## src/rtl/multicycle_control_if.sv

```systemverilog
// Controller <-> datapath/memory bundle for multicycle_control.
// instr_count exists only when MC_INSTR_COUNT_EN is defined.
interface multicycle_control_if;
    logic [5:0] opcode;
    logic       zero;
    logic       mem_ready;
    logic       PCWrite;
    logic       PCWriteCond;
    logic       IorD;
    logic       MemRead;
    logic       MemWrite;
    logic       IRWrite;
    logic       RegWrite;
    logic       ALUSrcA;
    logic [1:0] RegDst;
    logic [1:0] MemtoReg;
    logic [1:0] ALUSrcB;
    logic [1:0] ALUOp;
    logic [1:0] PCSource;
    logic [3:0] state;
    logic       illegal_op;
    logic       mem_timeout;
`ifdef MC_INSTR_COUNT_EN
    logic [31:0] instr_count;
`endif

    modport master (
        input  opcode, zero, mem_ready,
        output PCWrite, PCWriteCond, IorD, MemRead, MemWrite, IRWrite, RegWrite, ALUSrcA,
        output RegDst, MemtoReg, ALUSrcB, ALUOp, PCSource,
        output state, illegal_op, mem_timeout
`ifdef MC_INSTR_COUNT_EN
        , output instr_count
`endif
    );

    modport slave (
        output opcode, zero, mem_ready,
        input  PCWrite, PCWriteCond, IorD, MemRead, MemWrite, IRWrite, RegWrite, ALUSrcA,
        input  RegDst, MemtoReg, ALUSrcB, ALUOp, PCSource,
        input  state, illegal_op, mem_timeout
`ifdef MC_INSTR_COUNT_EN
        , input instr_count
`endif
    );
endinterface

```

## src/rtl/multicycle_control.sv

```systemverilog
// Multi-cycle CPU control FSM with memory-wait abort (WAIT_LIMIT, 0 = unlimited).
// Optional retired-instruction counter enabled by defining MC_INSTR_COUNT_EN.
module multicycle_control #(
    parameter int unsigned WAIT_LIMIT = 15
) (
    input logic                   clk,
    input logic                   reset,
    multicycle_control_if.master  bus
);
    typedef enum logic [3:0] {
        FETCH  = 4'd0,
        DECODE = 4'd1,
        MEMADR = 4'd2,
        MEMRD  = 4'd3,
        MEMWB  = 4'd4,
        MEMWR  = 4'd5,
        RTEXEC = 4'd6,
        RTWB   = 4'd7,
        BRANCH = 4'd8,
        JAL    = 4'd9,
        IEXEC  = 4'd10,
        IWB    = 4'd11
    } state_t;

    localparam logic [5:0] OP_RTYPE = 6'b000000;
    localparam logic [5:0] OP_LW    = 6'b100011;
    localparam logic [5:0] OP_SW    = 6'b101011;
    localparam logic [5:0] OP_BEQ   = 6'b000100;
    localparam logic [5:0] OP_JAL   = 6'b000011;
    localparam logic [5:0] OP_ADDI  = 6'b001000;
    localparam logic [5:0] OP_ANDI  = 6'b001100;

    localparam int unsigned CW = (WAIT_LIMIT < 2) ? 1 : $clog2(WAIT_LIMIT + 1);
    localparam logic [CW-1:0] LIMIT   = CW'(WAIT_LIMIT);
    // With no limit the counter just saturates; it never triggers an abort.
    localparam logic [CW-1:0] CNT_MAX = (WAIT_LIMIT == 0) ? {CW{1'b1}} : LIMIT;

    state_t        state_q, state_d;
    logic [5:0]    op_q;
    logic [CW-1:0] wait_cnt;
    logic          stall_state;
    logic          illegal;
    logic          timeout;

    always_ff @(posedge clk or posedge reset) begin
        if (reset) begin
            state_q  <= FETCH;
            op_q     <= '0;
            wait_cnt <= '0;
        end else begin
            state_q <= state_d;
            if (state_q == DECODE)
                op_q <= bus.opcode;
            if (state_d != state_q || timeout)
                wait_cnt <= '0;
            else if (stall_state && !bus.mem_ready && wait_cnt != CNT_MAX)
                wait_cnt <= wait_cnt + 1'b1;
        end
    end

    always_comb begin
        state_d         = state_q;
        stall_state     = 1'b0;
        illegal         = 1'b0;
        bus.PCWrite     = 1'b0;
        bus.PCWriteCond = 1'b0;
        bus.IorD        = 1'b0;
        bus.MemRead     = 1'b0;
        bus.MemWrite    = 1'b0;
        bus.IRWrite     = 1'b0;
        bus.RegWrite    = 1'b0;
        bus.ALUSrcA     = 1'b0;
        bus.RegDst      = 2'b00;
        bus.MemtoReg    = 2'b00;
        bus.ALUSrcB     = 2'b00;
        bus.ALUOp       = 2'b00;
        bus.PCSource    = 2'b00;

        unique case (state_q)
            FETCH: begin
                bus.MemRead = 1'b1;
                bus.ALUSrcB = 2'b01;
                bus.IRWrite = bus.mem_ready & ~reset;
                bus.PCWrite = bus.mem_ready & ~reset;
                stall_state = 1'b1;
                if (bus.mem_ready)
                    state_d = DECODE;
            end
            DECODE: begin
                bus.ALUSrcB = 2'b11;
                case (bus.opcode)
                    OP_RTYPE:         state_d = RTEXEC;
                    OP_LW, OP_SW:     state_d = MEMADR;
                    OP_BEQ:           state_d = BRANCH;
                    OP_JAL:           state_d = JAL;
                    OP_ADDI, OP_ANDI: state_d = IEXEC;
                    default: begin
                        illegal = 1'b1;
                        state_d = FETCH;
                    end
                endcase
            end
            MEMADR: begin
                bus.ALUSrcA = 1'b1;
                bus.ALUSrcB = 2'b10;
                state_d     = (op_q == OP_LW) ? MEMRD : MEMWR;
            end
            MEMRD: begin
                bus.IorD    = 1'b1;
                bus.MemRead = 1'b1;
                stall_state = 1'b1;
                if (bus.mem_ready)
                    state_d = MEMWB;
            end
            MEMWB: begin
                bus.MemtoReg = 2'b01;
                bus.RegWrite = 1'b1;
                state_d      = FETCH;
            end
            MEMWR: begin
                bus.IorD     = 1'b1;
                bus.MemWrite = 1'b1;
                stall_state  = 1'b1;
                if (bus.mem_ready)
                    state_d = FETCH;
            end
            RTEXEC: begin
                bus.ALUSrcA = 1'b1;
                bus.ALUOp   = 2'b10;
                state_d     = RTWB;
            end
            RTWB: begin
                bus.RegDst   = 2'b01;
                bus.RegWrite = 1'b1;
                state_d      = FETCH;
            end
            BRANCH: begin
                bus.ALUSrcA     = 1'b1;
                bus.ALUOp       = 2'b01;
                bus.PCWriteCond = 1'b1;
                bus.PCSource    = 2'b01;
                state_d         = FETCH;
            end
            JAL: begin
                bus.PCWrite  = 1'b1;
                bus.PCSource = 2'b10;
                bus.RegDst   = 2'b10;
                bus.MemtoReg = 2'b10;
                bus.RegWrite = 1'b1;
                state_d      = FETCH;
            end
            IEXEC: begin
                bus.ALUSrcA = 1'b1;
                bus.ALUSrcB = 2'b10;
                bus.ALUOp   = (op_q == OP_ANDI) ? 2'b11 : 2'b00;
                state_d     = IWB;
            end
            IWB: begin
                bus.RegWrite = 1'b1;
                state_d      = FETCH;
            end
            default: state_d = FETCH;
        endcase

        // A mem_ready arriving in the limit cycle wins over the abort.
        timeout = (WAIT_LIMIT != 0) && stall_state && !bus.mem_ready
                  && (wait_cnt == LIMIT) && !reset;
        if (timeout)
            state_d = FETCH;

        bus.illegal_op  = illegal & ~reset;
        bus.mem_timeout = timeout;
        bus.state       = state_q;
    end

`ifdef MC_INSTR_COUNT_EN
    logic [31:0] instr_count_q;
    logic        retire;

    assign retire = (state_d == FETCH) && !timeout &&
                    (state_q == MEMWB || state_q == MEMWR || state_q == RTWB ||
                     state_q == IWB   || state_q == BRANCH || state_q == JAL);

    always_ff @(posedge clk or posedge reset) begin
        if (reset)
            instr_count_q <= '0;
        else if (retire)
            instr_count_q <= instr_count_q + 32'd1;
    end

    assign bus.instr_count = instr_count_q;
`endif
endmodule
```

## src/flat_wrapper.sv

```systemverilog
// flat-port wrapper written by rule: the top's interface ports become plain ports
module multicycle_control_flat 
#(
    parameter int unsigned WAIT_LIMIT = 15
)
  (clk, reset, bus_opcode, bus_zero, bus_mem_ready, bus_PCWrite, bus_PCWriteCond, bus_IorD, bus_MemRead, bus_MemWrite, bus_IRWrite, bus_RegWrite, bus_ALUSrcA, bus_RegDst, bus_MemtoReg, bus_ALUSrcB, bus_ALUOp, bus_PCSource, bus_state, bus_illegal_op, bus_mem_timeout);
  multicycle_control_if bus_i ();
  input logic clk;
  input logic reset;
  input wire logic [$bits(bus_i.opcode)-1:0] bus_opcode;
  input wire logic [$bits(bus_i.zero)-1:0] bus_zero;
  input wire logic [$bits(bus_i.mem_ready)-1:0] bus_mem_ready;
  output wire logic [$bits(bus_i.PCWrite)-1:0] bus_PCWrite;
  output wire logic [$bits(bus_i.PCWriteCond)-1:0] bus_PCWriteCond;
  output wire logic [$bits(bus_i.IorD)-1:0] bus_IorD;
  output wire logic [$bits(bus_i.MemRead)-1:0] bus_MemRead;
  output wire logic [$bits(bus_i.MemWrite)-1:0] bus_MemWrite;
  output wire logic [$bits(bus_i.IRWrite)-1:0] bus_IRWrite;
  output wire logic [$bits(bus_i.RegWrite)-1:0] bus_RegWrite;
  output wire logic [$bits(bus_i.ALUSrcA)-1:0] bus_ALUSrcA;
  output wire logic [$bits(bus_i.RegDst)-1:0] bus_RegDst;
  output wire logic [$bits(bus_i.MemtoReg)-1:0] bus_MemtoReg;
  output wire logic [$bits(bus_i.ALUSrcB)-1:0] bus_ALUSrcB;
  output wire logic [$bits(bus_i.ALUOp)-1:0] bus_ALUOp;
  output wire logic [$bits(bus_i.PCSource)-1:0] bus_PCSource;
  output wire logic [$bits(bus_i.state)-1:0] bus_state;
  output wire logic [$bits(bus_i.illegal_op)-1:0] bus_illegal_op;
  output wire logic [$bits(bus_i.mem_timeout)-1:0] bus_mem_timeout;
  assign bus_i.opcode = bus_opcode;
  assign bus_i.zero = bus_zero;
  assign bus_i.mem_ready = bus_mem_ready;
  assign bus_PCWrite = bus_i.PCWrite;
  assign bus_PCWriteCond = bus_i.PCWriteCond;
  assign bus_IorD = bus_i.IorD;
  assign bus_MemRead = bus_i.MemRead;
  assign bus_MemWrite = bus_i.MemWrite;
  assign bus_IRWrite = bus_i.IRWrite;
  assign bus_RegWrite = bus_i.RegWrite;
  assign bus_ALUSrcA = bus_i.ALUSrcA;
  assign bus_RegDst = bus_i.RegDst;
  assign bus_MemtoReg = bus_i.MemtoReg;
  assign bus_ALUSrcB = bus_i.ALUSrcB;
  assign bus_ALUOp = bus_i.ALUOp;
  assign bus_PCSource = bus_i.PCSource;
  assign bus_state = bus_i.state;
  assign bus_illegal_op = bus_i.illegal_op;
  assign bus_mem_timeout = bus_i.mem_timeout;
  multicycle_control #(.WAIT_LIMIT(WAIT_LIMIT)) u_core (.clk(clk), .reset(reset), .bus(bus_i));
endmodule
```

## config.mk

```make
export PLATFORM = sky130hd
export DESIGN_NAME = multicycle_control_flat
export DESIGN_NICKNAME = d
export VERILOG_FILES = /design/src/rtl/multicycle_control_if.sv /design/src/rtl/multicycle_control.sv /design/src/flat_wrapper.sv
export SDC_FILE = /design/constraint.sdc
export NUM_CORES = 1
export LEC_CHECK = 0
export ABC_AREA = 1
export BUFFER_PORTS_ARGS = -buffer_cell sky130_fd_sc_hd__buf_2
export CELL_PAD_IN_SITES_DETAIL_PLACEMENT = 0
export CELL_PAD_IN_SITES_GLOBAL_PLACEMENT = 2
export CORE_MARGIN = 5
export CORE_UTILIZATION = 25
export CTS_BUF_LIST = sky130_fd_sc_hd__clkbuf_4
export DETAILED_ROUTE_END_ITERATION = 6
export GPL_TIMING_DRIVEN = 0
export PLACE_DENSITY = 0.75
export SLEW_MARGIN = 20
export SYNTH_ARGS = -nofsm -noshare
export SYNTH_HDL_FRONTEND = slang
export SYNTH_SLANG_ARGS = --single-unit
```

## constraint.sdc

```tcl
create_clock -name clk -period 1.65 [get_ports clk]
set_clock_uncertainty 0.2 [all_clocks]
set_input_delay 0.2475 -clock clk [delete_from_list [all_inputs] [get_ports clk]]
set_output_delay 0.2475 -clock clk [all_outputs]
set_load 0.05 [all_outputs]
```

== Yosys cells after proc, flatten, opt, wreduce, memory -nomap -nowiden ==
Index checks and enable logic that the tools add are counted.

* Flip-flop bits (word level): 14
* Bits in latches: 0
* RAM bits: 0
* ROM bits: 0
* Input port bits: 10
* Output and inout bits: 24
* Word-level logic and storage cells: 74
* Memories: 0

* $add $sub $neg: 1
* $mul: 0
* Divide/modulo/power cells: 0
* $lt $le $gt $ge: 0
* Equality and inequality tests: 22
* Shifts and indexed selects: 0
* Multiplexer cells: 26
* Bitwise logic cells: 3
* Reductions and logical operators: 19

{| class="wikitable"
|+ Operators by type and width
! kind !! number
|-
| $pmux W4 S7 || 1
|-
| $mux W4 || 6
|-
| $eq A4 B4 Y1 const B || 5
|-
| $pmux W4 S5 || 1
|-
| $eq A6 B4 Y1 const B || 3
|-
| $eq A6 B6 Y1 const B || 3
|-
| $eq A4 B3 Y1 const B || 4
|-
| $pmux W2 S2 || 3
|-
| $pmux W2 S3 || 2
|-
| $mux W1 || 10
|-
| $reduce_or A2 Y1 || 5
|-
| $eq A4 B2 Y1 const B || 2
|-
| $reduce_or A4 Y1 || 2
|-
| $reduce_or A7 Y1 || 1
|-
| $eq A6 B2 Y1 const B || 1
|-
| $eq A6 B3 Y1 const B || 1
|-
| $logic_not A6 Y1 || 1
|-
| $add A4 B1 Y4 const B || 1
|-
| $eq A4 B1 Y1 const B || 1
|-
| $logic_and A1 B1 Y1 || 4
|-
| $logic_not A4 Y1 || 1
|-
| $ne A4 B4 Y1 || 1
|-
| $ne A4 B4 Y1 const B || 1
|-
| $mux W3 || 1
|-
| 8 further kinds || 10
|}

== Logic depth before layout (Yosys ltp) ==
* Word-level depth: 10
* Gate-level depth with buffers: 10
* Depth with buffers taken out: 10

== Worst setup path after synthesis ==
OpenSTA, ideal clock, no wires.

* Path kind: reg2out
* Start: register u_core.state_q[2], in the netlist u_core.bus.state[2]
* End: output port bus_RegWrite
* Arrival time: 2281 ps
* Required time: 1202 ps
* Slack: -1078 ps
* Cell stages (with the launch flop): 5
* Path buffers: 0
* Cells stage by stage: dfrtp_1 inv_1 nor2_1 inv_1 o32ai_1

* Cells in the longest elaborated chain, start to end: 3
* Elaborated cells between the ends (all ways): 6
* Classes of those cells: eq/ne (4); mux (1); reduce/logical (1)

{| class="wikitable"
|+ Ends and longest elaborated chain
! item !! line !! source
|-
| start, declared || multicycle_control.sv:38 || <nowiki>state_t state_q, state_d;</nowiki>
|-
| start signal, assigned || multicycle_control.sv:51 || <nowiki>state_q <= state_d;</nowiki>
|-
| $eq A4 B4 Y1 / $eq A4 B3 Y1 (equally long branches) || multicycle_control.sv:79 || <nowiki>unique case (state_q)</nowiki>
|-
| $reduce_or A4 Y1 (no line) * || - ||
|-
| $mux W1 * || multicycle_control.sv:79 ||
|-
| end, declared || flat_wrapper.sv:19 || <nowiki>output wire logic [$bits(bus_i.RegWrite)-1:0] bus_RegWrite;</nowiki>
|}

Mark *: on every way between the ends. The rest lies on a longest branch, timed or not.

== Final worst setup path ==
* Start: register u_core.state_q[3], in the netlist u_core.bus.state[3]
* End: output port bus_ALUOp[1]

* Cells in the longest elaborated chain, start to end: 2
* Elaborated cells between the ends (all ways): 4
* Classes of those cells: eq/ne (3); mux (1)

{| class="wikitable"
|+ Ends and longest elaborated chain
! item !! line !! source
|-
| $eq A4 B4 Y1 / $eq A4 B3 Y1 (equally long branches) || multicycle_control.sv:79 ||
|-
| $pmux W2 S3 * || multicycle_control.sv:79 ||
|-
| end, declared || flat_wrapper.sv:24 || <nowiki>output wire logic [$bits(bus_i.ALUOp)-1:0] bus_ALUOp;</nowiki>
|}

Marks and branches as above.

==> results.yml <==
run_status:
  status: "finished with violations"
  violations: "setup timing"
place:
  post-place-ws_ns: -0.597
  place_congestion: 0.837
  dp_hpwl_mm: 2.47
  port_buffers: 32
worst_setup_path:
  crit_chain: "inv_2, nor2_4, nand2_4, or4_4, nand2_8, buf_8"
  rr_worst_depth: 13
  cp.required_ns: 1.20
  r2r-end: "u_core.wait_cnt[1]$_DFFE_PP0P_"
  worst-path-stages: 6
  cp.arrival_ns: 1.66
  cp-end-kind: "primary output"
  crit_path_end: "bus_ALUOp[1]"
  critPathLaunch: "u_core.bus.state[3]$_DFF_PP0_"
  path_delay_family: "simple AND/OR/NAND/NOR gates"
  worst_setup_path_start_kind: "flop"
  r2r-start: "u_core.bus.state[3]$_DFF_PP0_"
  setup.worst_path.class: "flop to primary output"
  critPathBufInv: 2
  crit_path_max_fanout: 3
  cp_slowest_stage_delay_ns: 0.49
  r2r_slack_ns: -0.37
  crit_slowest_cell: "or4_4"
detailed_routing:
  post-route-drc-count: 0
  firstDrtPassIters: 4
  drtAntennaViolNets: 0
  route.final.wire_length_mm: 3.76
  drtIter0Drc: 49
  vias_per_cell: 4.57
  vias: 1303
  wl_per_cell_um: 13.2
yosys:
  synth_fa_ha_area_frac: 0.0116
  synth_compound_area_frac: 0.0536
  ys_types: 24
  synthTopCellsByArea: "dfrtp_1 33%, nand2_1 12%, nor2_1 10%"
  muxShareOfSynthArea: 0.0105
  syn_area_um2: 1070
  ys_ff_latch: 14
  synth_xor_area_frac: 0.0244
  netlist.area_leader.share: 0.326
  syn-instance-count: 160
  synth_top_cell_by_area: "dfrtp_1"
  yosysSeqAreaShare: 0.326
  synth-simple-area-share: 0.448
  synth_top_family_by_area: "simple AND/OR/NAND/NOR gates"
  syn_avg_cell_area_um2: 6.72
  syn_nets: 171
  yosysWarnings: 0
final_layout:
  layout_common_cells: "24 x buf_4, 23 x nand2_1, 21 x buf_6, 17 x nor2_1, 16 x buf_8"
  fillers: 392
  regArea_um2: 355
  area_growth_pct: 104
  antenna_cells: 0
  multiInputGateArea_um2: 866
  mostFrequentLayoutCell: "buf_4"
  drive_gt1_frac: 0.604
  nets: 247
  utilization: 0.536
global_routing:
  antenna_found_initial: 0
  overflow: 0
  grt_pass1_wl_mm: 5.97
  grt_pass1_vias: 1290
  grt_max_degree: 15
  grt_use_total: 0.135
sta:
  hold_slack_ns: 0.0256
  hold_viol_final: 0
  setup_tns_ns: -8.81
  period_share: 1.28
  fin_crit_ns: 2.11
  rsz0062_at_grt: "true"
  report.final.slew_viol_count: 0
  setup_viol: 32
  slew_headroom: 0.555
  timing.fmax_ghz: 0.475
  worst_pin_slew_ns: 0.666
  worst_slack_ns: -0.457
clock_network:
  root_buffer: "clkbuf_4"
  cts_sinks: 14
  path_clk_slew_ns: 0.09
  cts_buffers: 3
  cts_tree: "built"
  cts_buffer_depth: 2
  htree_num_levels: 1
  clkLatencyLatePin_ns: 0.27
power_and_ir_drop:
  powerDensity_nw_per_um2: 748
  power_w: 0.00164
  p_leak_nw: 1.11
  vdd_drop_max_mv: 0.345
floorplanning:
  initial_core_util: 0.263
  die_w_um: 75.6
  die_y_um: 75.6
  core-area_um2: 4090
  rows: 23
  top_level_ports: 34
  dieArea_um2: 5710
worst_hold_path:
  hold_path.class: "primary input to flop"
flow_run:
  maxCapViolations: 0
## power by group
part,total (W),internal (W),leakage [nW],switching [W]
clock network,0.000192,0.0000873,0.0154,0.000104
registers,0.000494,0.000422,0.177,0.0000714
logic,0.000953,0.000430,0.918,0.000524
## state kept, by name (all words and copies together), names as in the netlist
| register | cells |
|---|---|
| u_core.wait_cnt | 4 |
| u_core.op_q | 6 |
| u_core.bus.state | 4 |
## worst min-delay path by stage
stage,start,endpoint,slack (ns),cells past startpoint
after floorplan,reset,u_core.op_q[0]$_DFFE_PP0P_,-0.05,1
after global placement,reset,u_core.wait_cnt[2]$_DFFE_PP0P_,0.20,2
after detailed placement,reset,u_core.wait_cnt[2]$_DFFE_PP0P_,0.21,2
after CTS,bus_opcode[3],u_core.op_q[3]$_DFFE_PP0P_,0.02,3
after global routing,bus_opcode[3],u_core.op_q[3]$_DFFE_PP0P_,0.03,3
final,bus_opcode[3],u_core.op_q[3]$_DFFE_PP0P_,0.03,3
## logic make-up (layout without fill, tap and decap cells)
group	Yosys count	in the layout
buffers and inverters	31	106
muxes	1	1
and+or+nand+nor	101	101
DFF	14	14
xor gates and xnor gates	3	3
AOI/OAI and AO/OA	9	9
adders and majority gates	1	1
## cell usage after synthesis
cell	instances
nand3b_1	2
nand3_2	4
o22ai_1	1
inv_2	3
nor2_2	2
buf_4	3
nand2_1	34
a21oi_2	2
nor2_1	29
nand2_2	6
o32ai_1	1
ha_1	1
or4_1	1
dfrtp_1	14
mux2_1	1
buf_6	1
a21oi_1	2
nand3_1	17
xnor2_1	1
xor2_1	2
nor2_4	2
o21ai_0	3
inv_1	24
nand4_1	4
## final cells by class
type | instances | share of cell area
multi-input combinational | 115 | 0.395
timing repair buffer | 71 | 0.323
sequential | 14 | 0.162
inverter | 27 | 0.0594
tap | 50 | 0.0286
buffer | 4 | 0.0189
clock buffer | 3 | 0.0103
clock inverter | 1 | 0.00171
## metrics by stage
step / cells / instance area [um^2]
3_3_place_gp: 242 / 1420
5_1_grt: 285 / 2190
6_report: 285 / 2190
4_1_cts: 273 / 1990
2_1_floorplan: 160 / 1200
3_5_place_dp: 242 / 1420
## tightest hold or removal path, stage by stage
cell	delay, ns
buf_2	0.11
nand2_1	0.05
nand2_1	0.05
## what timing repair did
item                                   in CTS  in global routing
endpoints found under the hold margin      14                  0
hold buffers                                1                  0
buffers inserted                           26                 13
resized for setup                          84                 38
setup endpoints to repair                  32                 34
pin swaps                                  19                 15
## metal layers
metal	vias to the layer above	global-route usage	wire length (um)
met4	0	0.0563	94
met3	7	0.00923	194
met2	42	0.246	1920
li1	650	-	-
met1	604	0.164	1550
met5	-	0	0
No activity file was read; power rests on OpenSTA's default activity.
